<file path="config.mk">
export PLATFORM = sky130hd
export DESIGN_NAME = pipe_hazard_ctrl
export DESIGN_NICKNAME = d
export VERILOG_FILES = /design/src/rtl/pipe_hazard_ctrl.sv
export SDC_FILE = /design/constraint.sdc
export NUM_CORES = 1
export LEC_CHECK = 0
export ABC_CLOCK_PERIOD_IN_PS = 3900
export BUFFER_PORTS_ARGS = -buffer_cell sky130_fd_sc_hd__buf_4
export CAP_MARGIN = 20
export CORE_AREA = 5 5 42 44
export DETAILED_ROUTE_END_ITERATION = 7
export DIE_AREA = 0 0 47 49
export GPL_TIMING_DRIVEN = 0
export HOLD_SLACK_MARGIN = 0.1
export PLACE_DENSITY = 0.68
export SLEW_MARGIN = 20
export SYNTH_ARGS = -nofsm -noshare
export SYNTH_HDL_FRONTEND = slang
export SYNTH_SLANG_ARGS = --single-unit
</file>
<file path="constraint.sdc">
create_clock -name Clk -period 3.9 [get_ports Clk]
set_clock_uncertainty 0.05 [all_clocks]
set_input_delay 0.585 -clock Clk [delete_from_list [all_inputs] [get_ports Clk]]
set_output_delay 0.585 -clock Clk [all_outputs]
set_load 0.01 [all_outputs]
</file>
<file path="src/rtl/pipe_hazard_ctrl.sv">
// -----------------------------------------------------------------------------
// pipe_hazard_ctrl
// Central stall/flush controller for a 5-stage pipeline. Drives the enable and
// bubble-insert (flush) controls of the PC, IF/ID, ID/EX, EX/MEM and MEM/WB
// registers. It sequences load-use stalls, taken-branch squashes, multi-cycle
// EX operations and memory wait states. All control outputs are combinational
// from the current state and the inputs, so they act in the same cycle.
//
// Optional feature: define PIPE_MEM_TIMEOUT_EN to add a memory-stall watchdog
// that raises a sticky Mem_Timeout. Without the macro, Mem_Timeout is tied to 0.
//
// Ports:
//   Clk, Rst            clock (rising edge), synchronous active-high reset
//   IDEX_MemRead/Rd     the instruction in EX is a load / its destination
//   IFID_Rs/Rt/UsesRt   source registers of the instruction in ID
//   EX_BranchTaken      the branch in EX resolved taken
//   EX_McStart          the instruction in EX is a multi-cycle op
//   Mem_Req/Mem_Ready   MEM stage access request / completion
//   *_En                pipeline register enables
//   *_Flush             bubble insert, ORed externally into the register reset
//   Mc_Busy             a multi-cycle op is in progress
//   Mem_Timeout         sticky watchdog error
// -----------------------------------------------------------------------------
module pipe_hazard_ctrl #(
  parameter int RW     = 5,
  parameter int MC_LAT = 4,
  parameter int CW     = 3,
  parameter int TW     = 8
) (
  input  logic          Clk,
  input  logic          Rst,
  input  logic          IDEX_MemRead,
  input  logic [RW-1:0] IDEX_Rd,
  input  logic [RW-1:0] IFID_Rs,
  input  logic [RW-1:0] IFID_Rt,
  input  logic          IFID_UsesRt,
  input  logic          EX_BranchTaken,
  input  logic          EX_McStart,
  input  logic          Mem_Req,
  input  logic          Mem_Ready,
  output logic          PC_En,
  output logic          IFID_En,
  output logic          IDEX_En,
  output logic          EXMEM_En,
  output logic          MEMWB_En,
  output logic          IFID_Flush,
  output logic          IDEX_Flush,
  output logic          EXMEM_Flush,
  output logic          MEMWB_Flush,
  output logic          Mc_Busy,
  output logic          Mem_Timeout
);

  // The counter is loaded with MC_LAT-2: the start cycle and the completion
  // cycle together account for two of the MC_LAT cycles of EX occupancy.
  localparam logic [CW-1:0] MC_LOAD = CW'(MC_LAT - 2);

  // Reject parameter sets the counters cannot represent.
  if (MC_LAT < 2 || (2 ** CW) <= (MC_LAT - 2) || TW < 1) begin : g_bad_params
    $error("pipe_hazard_ctrl: illegal MC_LAT/CW/TW combination");
  end

  typedef enum logic {RUN, MC_BUSY} state_t;

  state_t        state_reg, state_next;
  logic [CW-1:0] cnt_reg, cnt_next;
  logic          memstall;
  logic          loaduse;

  assign memstall = Mem_Req & ~Mem_Ready;
  assign loaduse  = IDEX_MemRead & (IDEX_Rd != '0) &
                    ((IDEX_Rd == IFID_Rs) | (IFID_UsesRt & (IDEX_Rd == IFID_Rt)));

  always_ff @(posedge Clk) begin
    if (Rst) begin
      state_reg <= RUN;
      cnt_reg   <= '0;
    end else begin
      state_reg <= state_next;
      cnt_reg   <= cnt_next;
    end
  end

  always_comb begin
    state_next  = state_reg;
    cnt_next    = cnt_reg;
    PC_En       = 1'b1;
    IFID_En     = 1'b1;
    IDEX_En     = 1'b1;
    EXMEM_En    = 1'b1;
    MEMWB_En    = 1'b1;
    IFID_Flush  = 1'b0;
    IDEX_Flush  = 1'b0;
    EXMEM_Flush = 1'b0;
    MEMWB_Flush = 1'b0;

    if (memstall) begin
      // Freeze everything and let a bubble drain into WB. The multi-cycle
      // countdown keeps running so the stall overlaps the EX latency.
      PC_En       = 1'b0;
      IFID_En     = 1'b0;
      IDEX_En     = 1'b0;
      EXMEM_En    = 1'b0;
      MEMWB_En    = 1'b0;
      MEMWB_Flush = 1'b1;
      if (state_reg == MC_BUSY && cnt_reg != '0) begin
        cnt_next = cnt_reg - 1'b1;
      end
    end else if (state_reg == MC_BUSY && cnt_reg != '0) begin
      PC_En       = 1'b0;
      IFID_En     = 1'b0;
      IDEX_En     = 1'b0;
      EXMEM_Flush = 1'b1;
      cnt_next    = cnt_reg - 1'b1;
    end else begin
      // RUN, or the completion cycle of MC_BUSY (which never restarts an op).
      if (EX_BranchTaken) begin
        IFID_Flush = 1'b1;
        IDEX_Flush = 1'b1;
      end else if (state_reg == RUN && EX_McStart) begin
        PC_En       = 1'b0;
        IFID_En     = 1'b0;
        IDEX_En     = 1'b0;
        EXMEM_Flush = 1'b1;
        cnt_next    = MC_LOAD;
        state_next  = MC_BUSY;
      end else if (loaduse) begin
        PC_En      = 1'b0;
        IFID_En    = 1'b0;
        IDEX_Flush = 1'b1;
      end
      if (state_reg == MC_BUSY) begin
        state_next = RUN;
      end
    end

    if (Rst) begin
      PC_En       = 1'b0;
      IFID_En     = 1'b0;
      IDEX_En     = 1'b0;
      EXMEM_En    = 1'b0;
      MEMWB_En    = 1'b0;
      IFID_Flush  = 1'b1;
      IDEX_Flush  = 1'b1;
      EXMEM_Flush = 1'b1;
      MEMWB_Flush = 1'b1;
    end
  end

  assign Mc_Busy = (state_reg == MC_BUSY) & ~Rst;

`ifdef PIPE_MEM_TIMEOUT_EN
  localparam logic [TW-1:0] WD_MAX = '1;

  logic [TW-1:0] wd_reg;
  logic          timeout_reg;

  // Counts consecutive memstall cycles; the error flag is sticky until reset.
  always_ff @(posedge Clk) begin
    if (Rst) begin
      wd_reg      <= '0;
      timeout_reg <= 1'b0;
    end else if (memstall) begin
      if (wd_reg != WD_MAX) begin
        wd_reg <= wd_reg + 1'b1;
      end
      if (wd_reg == WD_MAX - 1'b1) begin
        timeout_reg <= 1'b1;
      end
    end else begin
      wd_reg <= '0;
    end
  end

  assign Mem_Timeout = timeout_reg & ~Rst;
`else
  assign Mem_Timeout = 1'b0;
`endif

endmodule
</file>
Word level (Yosys, flattened, before mapping)
Cells that the tools add are included.

operators by class
  bitwise gates (word level) = 11
  equal/unequal tests = 4
  $add $sub $neg = 1
  multiplexer cells = 36
  reduce and logical (&&, ||, !) cells = 7

operator list
  operator                                               count
  2-to-1 mux 1 bit                                       31
  2-to-1 mux 3 bit                                       5
  equality test 5 bit                                    2
  bitwise AND 1 bit                                      5
  NOT 1 bit                                              5
  nonzero test 5 bit                                     1
  inequality test 2 x 1 -> 1 bit, second input constant  2
  AND reduction 3 bit                                    1
  nonzero test 3 bit                                     1
  subtractor 3 x 1 -> 3 bit, second input constant       1
  logical AND 1 bit                                      2
  AND reduction 2 bit                                    1
  nonzero test 2 bit                                     1
  bitwise OR 1 bit                                       1

word-level totals
  word-level logic and storage cells = 61
  output and inout port bits = 11
  flip-flop bits (word level) = 4

Depth between registers and ports, before layout
Gate-level depths: netlist of run 1.

  depth after elaboration = 10
  mapped depth = 7
  depth with buffers taken out = 6

Worst setup path after synthesis of run 1
Ideal clock, no wire load.

  path kind = in2out
  from = input IDEX_Rd[3]
  to = output PC_En
  required time = 3.265 ns
  arrival time = 1.604 ns
  stages on the path = 5
  slack = 1.661 ns
  cell sequence = xor2_1 nor4_2 a32oi_1 o31a_1 buf_4

on the way
  cells in the longest elaborated chain, start to end = 10
  elaborated cells on any way between the ends = 13
  those cells by class = eq/ne: 2; mux: 6; bitwise: 4; reduce/logical: 1

ends and longest elaborated chain
  element                             RTL line  RTL
  start, declared                     33        input logic [RW-1:0] IDEX_Rd,
  equality test 5 bit                 72        ((IDEX_Rd == IFID_Rs) | (IFID_UsesRt & (IDEX_Rd == IFID_Rt)));
  bitwise AND 1 bit                   72
  bitwise OR 1 bit                    72
  bitwise AND 1 bit (*)               71        assign loaduse = IDEX_MemRead & (IDEX_Rd != '0) &
  2-to-1 mux 1 bit (*) (6 in series)  -
  end, declared                       41        output logic PC_En,

Mark *: on every way between the ends. The rest lies on a longest branch, timed or not.

Worst setup path after layout of run 1
  from = input IDEX_Rd[3]
  to = output PC_En

on the way
  cells in the longest elaborated chain, start to end = 10
  elaborated cells on any way between the ends = 13
  those cells by class = eq/ne: 2; mux: 6; bitwise: 4; reduce/logical: 1

ends and longest elaborated chain
  element                RTL line  RTL
  equality test 5 bit    72
  bitwise AND 1 bit      72
  bitwise OR 1 bit       72
  bitwise AND 1 bit (*)  71
  2-to-1 mux 1 bit (*)   127       end else if (loaduse) begin
  2-to-1 mux 1 bit (*)   120       end else if (state_reg == RUN && EX_McStart) begin
  2-to-1 mux 1 bit (*)   117       if (EX_BranchTaken) begin
  2-to-1 mux 1 bit (*)   109       end else if (state_reg == MC_BUSY && cnt_reg != '0) begin
  2-to-1 mux 1 bit (*)   97        if (memstall) begin
  2-to-1 mux 1 bit (*)   137       if (Rst) begin

Marked as above.

==> results of run 1 <==
[logic make-up (layout without fill, tap and decap cells)]
| logic type | Yosys count | in the layout | share of synthesized area (%) |
|---|---|---|---|
| and+or+nand+nor | 16 | 16 | 22.1 |
| AOI/OAI and AO/OA | 14 | 14 | 22.1 |
| xor gates and xnor gates | 11 | 11 | 22.1 |
| buffers and inverters | 7 | 42 | 8.88 |
| DFF | 4 | 4 | 18.3 |
| adders and majority gates | 2 | 2 | 5.73 |
| other | 1 | 1 | 0.859 |
[final cells by class]
| cell class | count | area (µm²) | area share, % |
|---|---|---|---|
| Buffer | 4 | 27.5 | 3.83 |
| Clock buffer | 3 | 22.5 | 3.13 |
| Inverter | 3 | 11.3 | 1.57 |
| Multi-Input combinational cell | 44 | 318 | 44.2 |
| Sequential cell | 4 | 80.1 | 11.1 |
| Tap cell | 16 | 20.0 | 2.78 |
| Timing Repair Buffer | 32 | 240 | 33.4 |
[power by group]
group | internal [mW] | switching (mW) | total (mW)
sequential | 0.0430 | 0.000498 | 0.0435
clock | 0.0345 | 0.0185 | 0.0530
combinational | 0.0385 | 0.0302 | 0.0687
total | 0.116 | 0.0491 | 0.165
[layout by cell type, fill, tap and decap left out, types with 3 or more instances in the layout]
| master | count |
|---|---|
| buf_4 | 35 |
| xor2_1 | 10 |
| a21oi_1 | 4 |
| dfxtp_1 | 4 |
| inv_1 | 3 |
| clkbuf_4 | 3 |
[path summary, 6_finish.rpt]
check                           depth (start not counted)               startpoint                      end  slack (ns)
worst max-delay path                                    7               IDEX_Rd[3]                    PC_En        1.40
worst min-delay path                                    2  cnt_reg[0]$_SDFFE_PP0P_  cnt_reg[0]$_SDFFE_PP0P_        0.41
worst max register to register                          6  cnt_reg[0]$_SDFFE_PP0P_  cnt_reg[2]$_SDFFE_PP0P_        2.55
worst min register to register                          2  cnt_reg[0]$_SDFFE_PP0P_  cnt_reg[0]$_SDFFE_PP0P_        0.41
[metal layers]
metal  vias to the layer above  GRT usage (%)
li1                        261              -
met1                       211           12.0
met2                        34           16.7
met3                         3           6.27
met4                         0           5.53
met5                         -              0
[worst register-to-register path, cell delays in order, from the launching register on]
cell and delay [ns]:
dfxtp_1 0.32, inv_1 0.07, ha_1 0.19, nand2b_1 0.17, nand3_1 0.12, xor2_1 0.15, a211oi_1 0.19
==> results.json, run 1 <==
{
  "drv_cap": 0,
  "timing.hold.ws_ns": 0.410,
  "diodes": 0,
  "syn_avg_cell_area_um2": 7.94,
  "final.setup.tns_ns": 0,
  "outcome": "complete, no violations",
  "synth_area_leaders": "xor2_1 20%, dfxtp_1 18%, ha_1 5.7%",
  "cp.required_ns": 3.26,
  "ys.flop_type": "dfxtp_1",
  "grt_first_pass_wirelength_mm": 1.92,
  "worst_path_largest_cell_delay_ns": 0.32,
  "cts_setup_buffers": 0,
  "largest_register_ff_count": 3,
  "h-tree-depth": 1,
  "vias": 509,
  "setup_ws_ns": 1.40,
  "synth_edf_count": 0,
  "cts.sinks": 4,
  "final_core_util_pct": 51.3,
  "crit_path_max_fanout": 3,
  "rsz0062_at_grt": "no",
  "setup_viol": 0,
  "netlist_area_um2": 437,
  "grt_pass1_vias": 490,
  "dp_slack_ns": 1.38,
  "fp.coreArea_um2": 1400,
  "finalHoldViolCount": 0,
  "crit_family": "compound AO/OA/AOI/OAI gates",
  "finalCritPeriodShare_pct": 64.2,
  "clk_pin_slew_ns": 0.04,
  "ys_seq_area_share_pct": 18.3,
  "leakage_nw": 0.340,
  "finalCriticalPeriod_ns": 2.50,
  "yosysMostFrequentCell": "xor2_1",
  "route.met3.wl_um": 204,
  "gp_congestion": 0.728,
  "synth_cells": 55,
  "synth_cell_type_count": 29,
  "ioPinCount": 34,
  "end_kind": "output pin",
  "stdcell_area_um2": 719,
  "drt_iter0_markers": 3,
  "cts_buffers": 3,
  "clk_path_buf_depth": 2,
  "grt_overflow": 0,
  "fillers": 143,
  "hpwl_mm": 1.02,
  "dpl.cell_count": 103,
  "dieHeight_um": 49,
  "start_util_pct": 31.2,
  "final_nets": 117,
  "wl_met2_um": 504,
  "ys_seq_elements": 4,
  "syn_to_final_growth_pct": 64.8,
  "drive_gt1_share_pct": 45.6,
  "crit_type": "in -> out",
  "power_density_nw_per_um2": 230,
  "yosysTopAreaCellShare_pct": 20.1,
  "synth_area_leader_cell": "xor2_1",
  "wire_per_inst_um": 10.8,
  "clock_latency_ns": 0.24,
  "cts-resized-gates": 0,
  "synth_commonest_cells": "10 x xor2_1, 4 x a21oi_1, 4 x dfxtp_1, 3 x buf_4, 3 x inv_1",
  "antenna_left": 0,
  "cp-start-kind": "input pin",
  "root_buffer": "clkbuf_4",
  "groute.usage.overall_pct": 11.1,
  "drc": 0,
  "numPortBuffers": 32,
  "power_uw": 165,
  "async_flop_share_pct": 0,
  "worstHoldPathType": "reg -> reg",
  "dr.pass1.iters": 4,
  "fin_cells": 106,
  "placed_cell_area_um2": 697,
  "wirelength_mm": 1.15,
  "peakVddDrop_mv": 0.0928,
  "crit_top_cell": "buf_4",
  "cp_slowest_cell": "o31a_1",
  "worst-path-buf-inv": 3,
  "die_width_um": 47,
  "vias_per_cell": 4.80,
  "yosysWarnings": 0,
  "slew_viol_final": 0,
  "met1_length_um": 414,
  "grt_max_degree": 10,
  "ctsHoldBuffers": 0,
  "antenna_found_initial": 0,
  "top_layer": "met4",
  "rows": 14,
  "syn_nets": 80,
  "crit_path_cell_trace": "buf_4 -> xor2_1 -> nor4_2 -> a32oi_1 -> o31a_1 -> buf_4 -> buf_4",
  "cts_tree": "built",
  "die_area_um2": 2300,
  "fmax_mhz": 399,
  "critPathArrivalTime_ns": 1.87
}
(Power assumes the default switching activity.)
==> run 2: changes to the inputs <==
==> config.mk (replaced) <==
export PLATFORM = sky130hd
export DESIGN_NAME = pipe_hazard_ctrl
export DESIGN_NICKNAME = d
export VERILOG_FILES = /design/src/rtl/pipe_hazard_ctrl.sv
export SDC_FILE = /design/constraint.sdc
export NUM_CORES = 1
export LEC_CHECK = 0
export ABC_AREA = 1
export ABC_CLOCK_PERIOD_IN_PS = 2200
export BUFFER_PORTS_ARGS = -buffer_cell sky130_fd_sc_hd__buf_4
export CAP_MARGIN = 20
export CORE_MARGIN = 5
export CORE_UTILIZATION = 37
export DETAILED_ROUTE_END_ITERATION = 7
export GPL_TIMING_DRIVEN = 0
export HOLD_SLACK_MARGIN = 0.1
export PLACE_DENSITY = 0.74
export SLEW_MARGIN = 20
export SYNTH_ARGS = -nofsm -noshare
export SYNTH_HDL_FRONTEND = slang
export SYNTH_SLANG_ARGS = --single-unit
==> constraint.sdc (replaced) <==
create_clock -name Clk -period 2.2 [get_ports Clk]
set_clock_uncertainty 0.05 [all_clocks]
set_input_delay 0.33 -clock Clk [delete_from_list [all_inputs] [get_ports Clk]]
set_output_delay 0.33 -clock Clk [all_outputs]
set_load 0.01 [all_outputs]
==> results.json, run 2 <==
{
  "cts_setup_buffers": 0,
  "yosysWarnings": 0,
  "rows": 13,
  "synthSimpleGateAreaFrac_pct": 43.2,
  "antenna_found_initial": 0,
  "p_sw_uw": 87.8,
  "groute.usage.overall_pct": 12.9,
  "ioPinCount": 34,
  "synth_compound_area_share_pct": 8.35,
  "grt_max_degree": 8,
  "syn_avg_cell_area_um2": 4.95,
  "route.met3.wl_um": 103,
  "grt_overflow": 0,
  "end_kind": "output pin",
  "syn_to_final_growth_pct": 52.2,
  "root_buffer": "clkbuf_4",
  "synth_top_family_by_area": "simple AND/OR/NAND/NOR gates",
  "antenna_left": 0,
  "mostFrequentLayoutCells": "42 x nand2_1, 35 x buf_4, 24 x inv_1",
  "finalCriticalPeriod_ns": 2.00,
  "hpwl_mm": 1.22,
  "synth_cell_type_count": 19,
  "slew_viol_final": 0,
  "start_util_pct": 40.4,
  "internal_power_uw": 205,
  "power_uw": 292,
  "h-tree-depth": 1,
  "ys.flop_type": "dfxtp_1",
  "setup_viol": 0,
  "layout_commonest_cell": "nand2_1",
  "dieHeight_um": 48.2,
  "diodes": 0,
  "rsz0062_at_grt": "no",
  "vias": 683,
  "die_area_um2": 2320,
  "final_core_util_pct": 61.5,
  "fmax_mhz": 500,
  "p_sw_share_pct": 30.0,
  "peakVddDrop_mv": 0.260,
  "worstHoldPathType": "in -> reg",
  "comb_power_share_pct": 44.5,
  "synthMuxAreaShare_pct": 0,
  "finalCritPeriodShare_pct": 91.0,
  "cp_slowest_cell": "dfxtp_1",
  "fillers": 141,
  "finalHoldViolCount": 0,
  "grt_pass1_vias": 607,
  "drc": 0,
  "drt_iter0_markers": 13,
  "crit_top_cell": "nand2_1",
  "cts_buffers": 3,
  "crit_path_max_fanout": 3,
  "ctsHoldBuffers": 0,
  "synthXorXnorAreaFrac_pct": 3.25,
  "drive_gt1_share_pct": 31.9,
  "syn_nets": 134,
  "gp_congestion": 0.739,
  "met1_length_um": 536,
  "vias_per_cell": 4.30,
  "netlist_area_um2": 539,
  "async_flop_share_pct": 0,
  "wire_per_inst_um": 8.30,
  "leakage_nw": 0.552,
  "cp-start-kind": "flop",
  "synth_commonest_cells": "42 x nand2_1, 24 x inv_1, 11 x nor2_1, 6 x inv_2, 4 x dfxtp_1",
  "grt_first_pass_wirelength_mm": 2.20,
  "numPortBuffers": 32,
  "p_clk_share_pct": 28.6,
  "yosysMostFrequentCell": "nand2_1",
  "power_density_nw_per_um2": 356,
  "synth_edf_count": 0,
  "cts.sinks": 4,
  "synth_fa_ha_area_share_pct": 4.64,
  "critPathArrivalTime_ns": 1.62,
  "dr.pass1.iters": 4,
  "crit_path_cell_trace": "inv_1 -> ha_1 -> nand2_1 -> nand2_2 -> nand2_1 -> nor2_2 -> nand2_1 -> o21bai_1 -> inv_1 -> buf_4 -> buf_4",
  "synth_area_leaders": "nand2_1 29%, inv_1 17%, dfxtp_1 15%",
  "power_frac_seq_pct": 26.9,
  "largest_register_ff_count": 3,
  "wirelength_mm": 1.32,
  "wl_met2_um": 679,
  "synth_area_leader_cell": "nand2_1",
  "crit_type": "reg -> out",
  "die_width_um": 48.2,
  "clock_latency_ns": 0.22,
  "cts_tree": "built",
  "outcome": "complete, no violations",
  "synth_cells": 109,
  "clk_path_buf_depth": 2,
  "cp.required_ns": 1.82,
  "clk_pin_slew_ns": 0.03,
  "top_layer": "met3",
  "drv_cap": 0,
  "yosysTopAreaCellShare_pct": 29.2,
  "final_nets": 171,
  "cts-resized-gates": 0,
  "fp.coreArea_um2": 1330,
  "final.setup.tns_ns": 0,
  "ys_seq_elements": 4,
  "ys_seq_area_share_pct": 14.8,
  "worst_path_largest_cell_delay_ns": 0.33
}
run 2: changes by cell type in the layout (fill, tap and decap cells not counted), moves of 3 or more:
| cell | previous run | this run |
|---|---|---|
| xor2_1 | 10 | 1 |
| nand2_1 | 2 | 42 |
| o21ai_0 | 0 | 3 |
| inv_1 | 3 | 24 |
| nor2_1 | 2 | 11 |
| inv_2 | 0 | 6 |
run 2: cell families after synthesis:
| group | count (synthesis) |
|---|---|
| buffers and inverters | 33 |
| other | 1 |
| AND/OR/NAND/NOR | 59 |
| XOR/XNOR | 2 |
| flip-flops | 4 |
| adder cells (fa/ha/maj) | 2 |
| AO/OA/AOI/OAI | 8 |
run 2: worst paths after layout:
path,from,end,slack (ns),depth (start not counted)
min,Rst,state_reg$_SDFFE_PP0P_,0.24,2
min reg2reg,cnt_reg[0]$_SDFFE_PP0P_,cnt_reg[0]$_SDFFE_PP0P_,0.40,1
max,cnt_reg[0]$_SDFFE_PP0P_,PC_En,0.20,11
max reg2reg,cnt_reg[0]$_SDFFE_PP0P_,cnt_reg[2]$_SDFFE_PP0P_,0.97,8
run 2: routing by layer:
layer	track usage, %	vias up
li1	-	381
met1	15.4	289
met2	23.4	13
met3	2.21	0
met4	3.23	0
met5	0	-
run 2: area by class of cell:
cell class	count	area [µm²]	area share (%)
Timing Repair Buffer	32	240	29.3
Multi-Input combinational cell	72	324	39.5
Inverter	30	113	13.7
Clock buffer	3	22.5	2.74
Tap cell	15	18.8	2.29
Buffer	3	22.5	2.74
Sequential cell	4	80.1	9.76
run 2: worst max-delay path: cells and delay by family, from the launching register on:
| kind | cells | cell delay [ns] |
|---|---|---|
| flip-flops | 1 | 0.33 |
| buffers and inverters | 4 | 0.38 |
| AO/OA/AOI/OAI | 1 | 0.10 |
| adder cells (fa/ha/maj) | 1 | 0.20 |
| AND/OR/NAND/NOR | 5 | 0.38 |
run 2: metrics by stage:
| stage | setup slack [ns] | area (µm²) | std cells | hold WS (ns) |
|---|---|---|---|---|
| 2_1_floorplan | 0.586 | 539 | 109 | 0.349 |
| 3_3_place_gp | 0.468 | 798 | 156 | 0.388 |
| 3_5_place_dp | 0.421 | 798 | 156 | 0.403 |
| 4_1_cts | 0.177 | 821 | 159 | 0.237 |
| 5_1_grt | 0.0426 | 821 | 159 | 0.248 |
| 6_report | 0.199 | 821 | 159 | 0.242 |
run 2: power groups by stage:
| stage | Clock [mW] | Combinational, mW | Sequential, mW |
|---|---|---|---|
| CTS | 0.0870 | 0.132 | 0.0787 |
| finish | 0.0836 | 0.130 | 0.0786 |
| detailed placement | 0 | 0.131 | 0.0797 |
| global placement | 0 | 0.128 | 0.0794 |
| floorplan | 0 | 0.0667 | 0.0792 |
| global route | 0.0933 | 0.147 | 0.0792 |
==> run 3: changes to the inputs <==
--- a/config.mk
+++ b/config.mk
@@ -9,12 +9,14 @@
 export ABC_CLOCK_PERIOD_IN_PS = 2200
 export BUFFER_PORTS_ARGS = -buffer_cell sky130_fd_sc_hd__buf_4
 export CAP_MARGIN = 20
+export CELL_PAD_IN_SITES_DETAIL_PLACEMENT = 1
+export CELL_PAD_IN_SITES_GLOBAL_PLACEMENT = 1
 export CORE_MARGIN = 5
-export CORE_UTILIZATION = 37
+export CORE_UTILIZATION = 22
 export DETAILED_ROUTE_END_ITERATION = 7
 export GPL_TIMING_DRIVEN = 0
 export HOLD_SLACK_MARGIN = 0.1
-export PLACE_DENSITY = 0.74
+export PLACE_DENSITY_LB_ADDON = 0.1
 export SLEW_MARGIN = 20
 export SYNTH_ARGS = -nofsm -noshare
 export SYNTH_HDL_FRONTEND = slang
==> results.json, run 3 (synthesized netlist as in run 2, its figures left out) <==
{
  "wire_per_inst_um": 9.03,
  "largest_register_ff_count": 3,
  "hpwl_mm": 1.43,
  "rows": 18,
  "fillers": 340,
  "leakage_nw": 0.552,
  "vias_per_cell": 4.05,
  "vias": 704,
  "cp_slowest_cell": "dfxtp_2",
  "fmax_mhz": 498,
  "stdcell_area_um2": 841,
  "rsz0062_at_grt": "no",
  "antenna_found_initial": 0,
  "slew_viol_final": 0,
  "finalCriticalPeriod_ns": 2.01,
  "crit_path_cell_trace": "inv_1 -> ha_1 -> nand2_1 -> nand2_2 -> nand2_1 -> nor2_2 -> nand2_1 -> o21bai_1 -> inv_1 -> buf_4 -> buf_4",
  "cts_setup_buffers": 0,
  "dr.pass1.iters": 3,
  "diodes": 0,
  "outcome": "complete, no violations",
  "clk_path_buf_depth": 2,
  "crit_path_max_fanout": 3,
  "grt_max_degree": 8,
  "grt_first_pass_wirelength_mm": 2.70,
  "cp-start-kind": "flop",
  "dieHeight_um": 59.5,
  "worst_path_largest_cell_delay_ns": 0.33,
  "gp_congestion": 0.723,
  "antenna_left": 0,
  "start_util_pct": 22.4,
  "numPortBuffers": 32,
  "drt_iter0_markers": 16,
  "drive_gt1_share_pct": 32.6,
  "placed_cell_area_um2": 817,
  "mostFrequentLayoutCells": "42 x nand2_1, 35 x buf_4, 24 x inv_1",
  "final_nets": 171,
  "root_buffer": "clkbuf_4",
  "power_density_nw_per_um2": 361,
  "die_area_um2": 3540,
  "seq_area_um2": 81.3,
  "die_width_um": 59.5,
  "setup_viol": 0,
  "cts_tree": "built",
  "cp.required_ns": 1.82,
  "finalCritPeriodShare_pct": 91.4,
  "clk_pin_slew_ns": 0.04,
  "cts.sinks": 4,
  "fp.coreArea_um2": 2410,
  "worstHoldPathType": "in -> reg",
  "multiInputGateArea_um2": 324,
  "peakVddDrop_mv": 0.268,
  "layout_commonest_cell": "nand2_1",
  "grt_overflow": 0,
  "ctsHoldBuffers": 0,
  "clock_latency_ns": 0.24,
  "cts_buffers": 3,
  "h-tree-depth": 1,
  "crit_top_cell": "nand2_1",
  "final.setup.tns_ns": 0,
  "drc": 0,
  "crit_type": "reg -> out",
  "syn_to_final_growth_pct": 55.9,
  "critPathArrivalTime_ns": 1.63,
  "grt_pass1_vias": 719,
  "groute.usage.overall_pct": 9.76,
  "wirelength_mm": 1.57,
  "end_kind": "output pin",
  "finalHoldViolCount": 0,
  "drv_cap": 0,
  "ioPinCount": 34
}
## run 3: cell count changes in the layout (fill, tap and decap cells not counted)
cell / before / now
dfxtp_1: 4 / 3
dfxtp_2: 0 / 1
## run 3: per-stage QoR
step / setup WS (ns) / util [%] / hold slack (ns) / instances / power [mW]
detailed placement: 0.407 / 33.9 / 0.405 / 171 / 0.214
finish: 0.190 / 34.9 / 0.230 / 174 / 0.304
CTS: 0.149 / 34.8 / 0.227 / 174 / 0.310
floorplan: 0.586 / - / 0.349 / 109 / 0.146
global route: 0.00793 / 34.9 / 0.224 / 174 / 0.333
global placement: 0.426 / 33.9 / 0.387 / 171 / 0.210
## run 3: where the power goes
part           switching [mW]  internal (mW)
Combinational          0.0634         0.0678
Sequential            0.00241         0.0763
Clock                  0.0325         0.0612
## run 3: per-layer routing
| metal | part of all wire (%) | GRT usage (%) |
|---|---|---|
| met1 | 42 | 11.0 |
| met2 | 49 | 17.2 |
| met3 | 9.2 | 4.14 |
| met4 | 0 | 1.90 |
| met5 | 0 | 0 |
## run 3: worst max-delay path, delay by kind of cell, from the launching register on
family                   cells  cell delay (ns)
flip-flops                   1             0.33
buffers and inverters        4             0.38
AND/OR/NAND/NOR              5             0.37
adder cells (fa/ha/maj)      1             0.19
AO/OA/AOI/OAI                1             0.11
## run 3: repair_timing
action                                 in CTS  in global routing
setup endpoints to repair                   0                  1
endpoints found under the hold margin       0                  0
gates resized for setup                     0                  1
## run 3: final timing paths
| check | slack [ns] | startpoint | cells after the start | to |
|---|---|---|---|---|
| setup / recovery | 0.19 | cnt_reg[0]$_SDFFE_PP0P_ | 11 | PC_En |
| hold / removal | 0.23 | Rst | 2 | state_reg$_SDFFE_PP0P_ |
| setup reg to reg | 0.97 | cnt_reg[0]$_SDFFE_PP0P_ | 8 | cnt_reg[2]$_SDFFE_PP0P_ |
| hold reg to reg | 0.38 | cnt_reg[0]$_SDFFE_PP0P_ | 1 | cnt_reg[0]$_SDFFE_PP0P_ |
## run 3: final cells by class
type	count	share of cell area [%]
Inverter	30	13.4
Clock buffer	3	2.68
Timing Repair Buffer	32	28.6
Tap cell	30	4.46
Multi-Input combinational cell	72	38.5
Buffer	3	2.68
Sequential cell	4	9.67
